<file path="config.mk">
export PLATFORM = sky130hd
export DESIGN_NAME = seg_scan_decoder
export DESIGN_NICKNAME = d
export VERILOG_FILES = /design/src/rtl/seg_scan_decoder.sv
export SDC_FILE = /design/constraint.sdc
export NUM_CORES = 1
export LEC_CHECK = 0
export ABC_AREA = 1
export CELL_PAD_IN_SITES_DETAIL_PLACEMENT = 0
export CELL_PAD_IN_SITES_GLOBAL_PLACEMENT = 1
export CORE_MARGIN = 4
export CORE_UTILIZATION = 43
export CTS_CLUSTER_DIAMETER = 200
export DETAILED_ROUTE_END_ITERATION = 6
export PLACE_DENSITY = 0.89
export SETUP_SLACK_MARGIN = 0.4
export SYNTH_ARGS = -nofsm -noshare
export SYNTH_HDL_FRONTEND = slang
export SYNTH_SLANG_ARGS = --single-unit
</file>
<file path="constraint.sdc">
create_clock -name clk -period 3.9 [get_ports clk]
set_clock_uncertainty 0.15 [all_clocks]
set_input_delay 0.39 -clock clk [delete_from_list [all_inputs] [get_ports clk]]
set_output_delay 0.39 -clock clk [all_outputs]
set_load 0.02 [all_outputs]
</file>
<file path="src/rtl/seg_scan_decoder.sv">
// Recovers the four digits shown on a multiplexed 7-segment display by sampling cathodes and anodes.
// Optional decimal-point capture is compiled in with SEG_SCAN_DP_EN.
module seg_scan_decoder #(
   parameter int unsigned SETTLE_N = 4
) (
   input  logic       clk,
   input  logic       rst,
   input  logic       sample_en,
   input  logic [6:0] segments,
   input  logic [3:0] anode_active,
`ifdef SEG_SCAN_DP_EN
   input  logic       dp,
   output logic [3:0] dp_out,
`endif
   output logic [3:0] digit3,
   output logic [3:0] digit2,
   output logic [3:0] digit1,
   output logic [3:0] digit0,
   output logic       frame_valid,
   output logic       err_seg,
   output logic       err_anode
);

   localparam logic [3:0] SETTLE_TGT = 4'(SETTLE_N);

   typedef enum logic [1:0] {S_WAIT, S_SETTLE, S_HOLD} state_t;

   state_t          state_q, state_d;
   logic [3:0]      anode_q, anode_d;
   logic [6:0]      seg_q, seg_d;
   logic [3:0]      cnt_q, cnt_d;
   logic [3:0]      mask_q, mask_d;
   logic [3:0][3:0] shadow_q, shadow_d;
   logic [3:0][3:0] digits_q, digits_d;
   logic            frame_valid_q, frame_valid_d;
   logic            err_seg_q, err_seg_d;
   logic            err_anode_q, err_anode_d;
`ifdef SEG_SCAN_DP_EN
   logic            dp_q, dp_d;
   logic [3:0]      shadow_dp_q, shadow_dp_d;
   logic [3:0]      dp_out_q, dp_out_d;
`endif

   logic [3:0] anode_low;
   logic       anode_one;
   logic       anode_multi;
   logic       same_sample;
   logic       start;
   logic       capture;
   logic [3:0] cnt_next;
   logic [3:0] dec_val;

   function automatic logic [3:0] seg_decode(input logic [6:0] s);
      case (s)
         7'b1000000: return 4'd0;
         7'b1111001: return 4'd1;
         7'b0100100: return 4'd2;
         7'b0110000: return 4'd3;
         7'b0011001: return 4'd4;
         7'b0010010: return 4'd5;
         7'b0000010: return 4'd6;
         7'b1111000: return 4'd7;
         7'b0000000: return 4'd8;
         7'b0010000: return 4'd9;
         default:    return 4'hF;
      endcase
   endfunction

   always_comb begin
      state_d       = state_q;
      anode_d       = anode_q;
      seg_d         = seg_q;
      cnt_d         = cnt_q;
      mask_d        = mask_q;
      shadow_d      = shadow_q;
      digits_d      = digits_q;
      frame_valid_d = 1'b0;
      err_seg_d     = err_seg_q;
      err_anode_d   = err_anode_q;
      start         = 1'b0;
      capture       = 1'b0;
      cnt_next      = cnt_q + 4'd1;
      dec_val       = seg_decode(segments);
      anode_low     = ~anode_active;
      anode_multi   = (anode_low & (anode_low - 4'd1)) != 4'd0;
      anode_one     = (anode_low != 4'd0) && !anode_multi;
      same_sample   = (anode_active == anode_q) && (segments == seg_q);
`ifdef SEG_SCAN_DP_EN
      dp_d          = dp_q;
      shadow_dp_d   = shadow_dp_q;
      dp_out_d      = dp_out_q;
      same_sample   = same_sample && (dp == dp_q);
`endif

      // A full mask publishes the shadow one edge later; a capture this cycle opens the next frame.
      if (mask_q == 4'hF) begin
         digits_d      = shadow_q;
         frame_valid_d = 1'b1;
         mask_d        = 4'd0;
`ifdef SEG_SCAN_DP_EN
         dp_out_d      = shadow_dp_q;
`endif
      end

      if (sample_en) begin
         if (anode_multi) begin
            err_anode_d = 1'b1;
            state_d     = S_WAIT;
            cnt_d       = 4'd0;
         end else if (!anode_one) begin
            state_d = S_WAIT;
            cnt_d   = 4'd0;
         end else begin
            unique case (state_q)
               S_WAIT:   start = 1'b1;
               S_SETTLE: begin
                  if (same_sample) begin
                     cnt_d = cnt_next;
                     if (cnt_next == SETTLE_TGT) capture = 1'b1;
                  end else begin
                     start = 1'b1;
                  end
               end
               S_HOLD:   if (anode_active != anode_q) start = 1'b1;
               default:  state_d = S_WAIT;
            endcase
         end
      end

      if (start) begin
         anode_d = anode_active;
         seg_d   = segments;
         cnt_d   = 4'd1;
         state_d = S_SETTLE;
`ifdef SEG_SCAN_DP_EN
         dp_d    = dp;
`endif
         if (SETTLE_N == 1) capture = 1'b1;
      end

      if (capture) begin
         state_d = S_HOLD;
         mask_d  = mask_d | anode_low;
         if (dec_val == 4'hF) err_seg_d = 1'b1;
         for (int i = 0; i < 4; i++) begin
            if (anode_low[i]) begin
               shadow_d[i] = dec_val;
`ifdef SEG_SCAN_DP_EN
               shadow_dp_d[i] = ~dp;
`endif
            end
         end
      end
   end

   always_ff @(posedge clk) begin
      if (rst) begin
         state_q       <= S_WAIT;
         anode_q       <= 4'hF;
         seg_q         <= 7'd0;
         cnt_q         <= 4'd0;
         mask_q        <= 4'd0;
         shadow_q      <= '0;
         digits_q      <= '0;
         frame_valid_q <= 1'b0;
         err_seg_q     <= 1'b0;
         err_anode_q   <= 1'b0;
`ifdef SEG_SCAN_DP_EN
         dp_q          <= 1'b1;
         shadow_dp_q   <= 4'd0;
         dp_out_q      <= 4'd0;
`endif
      end else begin
         state_q       <= state_d;
         anode_q       <= anode_d;
         seg_q         <= seg_d;
         cnt_q         <= cnt_d;
         mask_q        <= mask_d;
         shadow_q      <= shadow_d;
         digits_q      <= digits_d;
         frame_valid_q <= frame_valid_d;
         err_seg_q     <= err_seg_d;
         err_anode_q   <= err_anode_d;
`ifdef SEG_SCAN_DP_EN
         dp_q          <= dp_d;
         shadow_dp_q   <= shadow_dp_d;
         dp_out_q      <= dp_out_d;
`endif
      end
   end

   assign digit3      = digits_q[3];
   assign digit2      = digits_q[2];
   assign digit1      = digits_q[1];
   assign digit0      = digits_q[0];
   assign frame_valid = frame_valid_q;
   assign err_seg     = err_seg_q;
   assign err_anode   = err_anode_q;
`ifdef SEG_SCAN_DP_EN
   assign dp_out      = dp_out_q;
`endif

endmodule

</file>
==> flow_summary.toml <==
[run_status]
status = "completed"

[sta]
hold_ws_ns = 0.313
hold_violations = 0
finalSetupViolations = 0
timing.final.crit_period_ns = 2.30
fin_crit_sh_pct = 59.1
rsz0062_at_grt = "false"
tns_ns = 0
slew_headroom_pct = 37.2
worst_slack_ns = 1.60
slew_violations = 0
tightest_slew_ns = 0.940
timing.fmax_mhz = 434

[place]
dp_slack_ns = 1.18
hpwl_mm = 4.78
port_buffers = 32
placed_area_sq_um = 3180
gp_congestion = 0.875

[cts]
h-tree-depth = 2
cts_setup_buffers = 0
clkTransAtPathRegs_ns = 0.10
clockRootBuffer = "clkbuf_8"
clkLatencyLatePin_ns = 0.31
cts_tree = "built"
cts_num_sinks = 56
cts_buffers = 5
ctsResizeCount = 0
holdBufCountCts = 0
clockBufferDepth = 2

[pwr]
ir_drop_mv = 0.189
p_per_area_nw_per_um2 = 316
leakagePower_nw = 1.48

[die]
rows = 29
die_h_um = 89.1
die_w_um = 89.1
die-area_sq_um = 7940
core_sq_um = 6390
start_util_pct = 44.3
ios = 33

[cells_and_area]
areaGrowthSynthToFinish_pct = 15.7
diodes = 0
drive_above_1_share_pct = 8.67
fin_nets = 464
utilization_pct = 51.3
stdcell_area_sq_um = 3270

[synth]
syn_nets = 436
syn_inst = 421
synth_edf_count = 0
synth_async_sr_flop_share_pct = 0
synth_top_flop_cell = "dfxtp_1"
synth_area_per_cell_sq_um = 6.72
yosysWarnings = 0
seq_area_frac_synth_pct = 39.6
ys_ff_latch = 56
synth_top_area_share_pct = 39.6
synthTopCellsByArea = "dfxtp_1 40%, nand2_1 15%, nor2_1 9.0%, a21oi_1 6.7%, inv_1 5.7%"
syn-cell-area_sq_um = 2830
yosys.area.top_type = "dfxtp_1"
synth_most_common_cell = "nand2_1"
synth_cell_type_count = 33
ys_top_cells_by_count = "111 x nand2_1, 68 x nor2_1, 56 x dfxtp_1, 43 x inv_1, 38 x a21oi_1"

[drt]
routed_wl_mm = 6.38
route.met3.wl_um = 231
top_layer = "met4"
routed_via_density = 4.98
route.detailed.drc = 0
drt_iter0_markers = 90
routed-wl-met2_mm = 2.93
route.vias.total = 2623
drtAntennaViolNets = 0
drtPass1Iterations = 4
wl_met1_mm = 3.16
wl_per_cell_um = 12.1

[worst_setup_path]
slowest_stage = "inv_1"
r2r-end = "digit3[3]"
r2r_cells = 4
crit_path_start_kind = "primary input"
max_stage_delay_ns = 0.86
crit_fanout = 34
reg2reg_setup_slack_ns = 1.95
worstPathCellList = "clkdlybuf4s50_1 -> inv_1 -> nand2_1 -> a21oi_2"
rr_startpoint = "mask_q[3]"
end_kind = "flip-flop"
setup.worst_path.class = "in2reg"
critPathArrivalTime_ns = 2.40
critPathRequiredTime_ns = 4.00

[global_route]
grt-ovfl-total = 0
grt_max_degree = 35
antenna_found_initial = 0
grt_use_total_pct = 17.3
grt_pass1_vias = 2374
grt_pass1_wl_mm = 10.8

[worst_hold_path]
min_path_type = "reg2reg"
min_to = "digit2[0]"
hold_start = "shadow_q[8]"
hold_depth = 2

[run]
drv_cap = 0
## area by class of cell
type / count / area [sq um]
fillers: 627 / 3110
multi-input cells: 300 / 1440
flip-flops and latches: 56 / 1120
repair buffers: 34 / 335
inverters: 52 / 195
well taps: 77 / 96.3
clock buffers: 5 / 68.8
clock inverters: 3 / 21.3
## sequential cells by signal, summed over array words and instances (netlist names)
| signal | cells |
|---|---|
| cnt_q | 4 |
| digit2 | 4 |
| digit0 | 4 |
| err_anode | 1 |
| seg_q | 7 |
| state_q | 2 |
| err_seg | 1 |
| anode_q | 4 |
| digit1 | 4 |
| frame_valid | 1 |
| mask_q | 4 |
| shadow_q | 16 |
| digit3 | 4 |
## how the worst max path moves through the flow
stage / startpoint / endpoint / cells past startpoint
detailed placement: rst / cnt_q[2] / 4
global route: anode_active[3] / shadow_q[12] / 12
finish: rst / cnt_q[3] / 4
floorplan: segments[6] / shadow_q[0] / 10
CTS: rst / cnt_q[1] / 4
global placement: rst / cnt_q[1] / 4
## critical path, delay by kind of cell
| family | cells | cell delay (ns) |
|---|---|---|
| buf+inv | 2 | 1.59 |
| simple gates | 1 | 0.27 |
| compound gates | 1 | 0.16 |
## stage by stage
step / power [mW] / std cells
after global placement: 0.719 / 519
after CTS: 1.04 / 527
final: 1.03 / 527
after floorplan: 0.679 / 421
after global routing: 1.09 / 527
after detailed placement: 0.721 / 519
## cells by family (layout without fill, tap and decap cells)
kind of cell / count (synthesis) / count (layout) / synth area share, %
compound gates: 70 / 70 / 13.1
fa+ha+maj: 1 / 1 / 0.442
buf+inv: 65 / 94 / 9.64
xor+xnor: 3 / 3 / 0.929
simple gates: 226 / 226 / 36.3
flops: 56 / 56 / 39.6
## power by group
| group | internal [mW] | switching (mW) |
|---|---|---|
| sequential | 0.581 | 0.00516 |
| clock | 0.128 | 0.199 |
| combinational | 0.0421 | 0.0790 |
## per-layer routing
| layer | up-vias | track usage [%] |
|---|---|---|
| met2 | 48 | 28.7 |
| met4 | 0 | 4.47 |
| met5 | - | 0 |
| li1 | 1397 | - |
| met1 | 1174 | 23.6 |
| met3 | 4 | 2.40 |
## placed cells by master (no fill, tap or decap), drive strengths merged
cell type      synthesis  final
a21oi                 42     42
buf                    8      2
clkbuf                 5      5
clkdlybuf4s50          0     32
clkinv                 2      3
clkinvlp               0      1
dfxtp                 56     56
ha                     1      1
inv                   50     51
nand2                117    117
nand3                 11     11
nand3b                 2      2
nand4                 18     18
nor2                  73     73
nor3                   5      5
o21ai                 27     27
o31ai                  1      1
xnor2                  1      1
xor2                   2      2
Note: power is estimated with default switching activity, not from simulation.
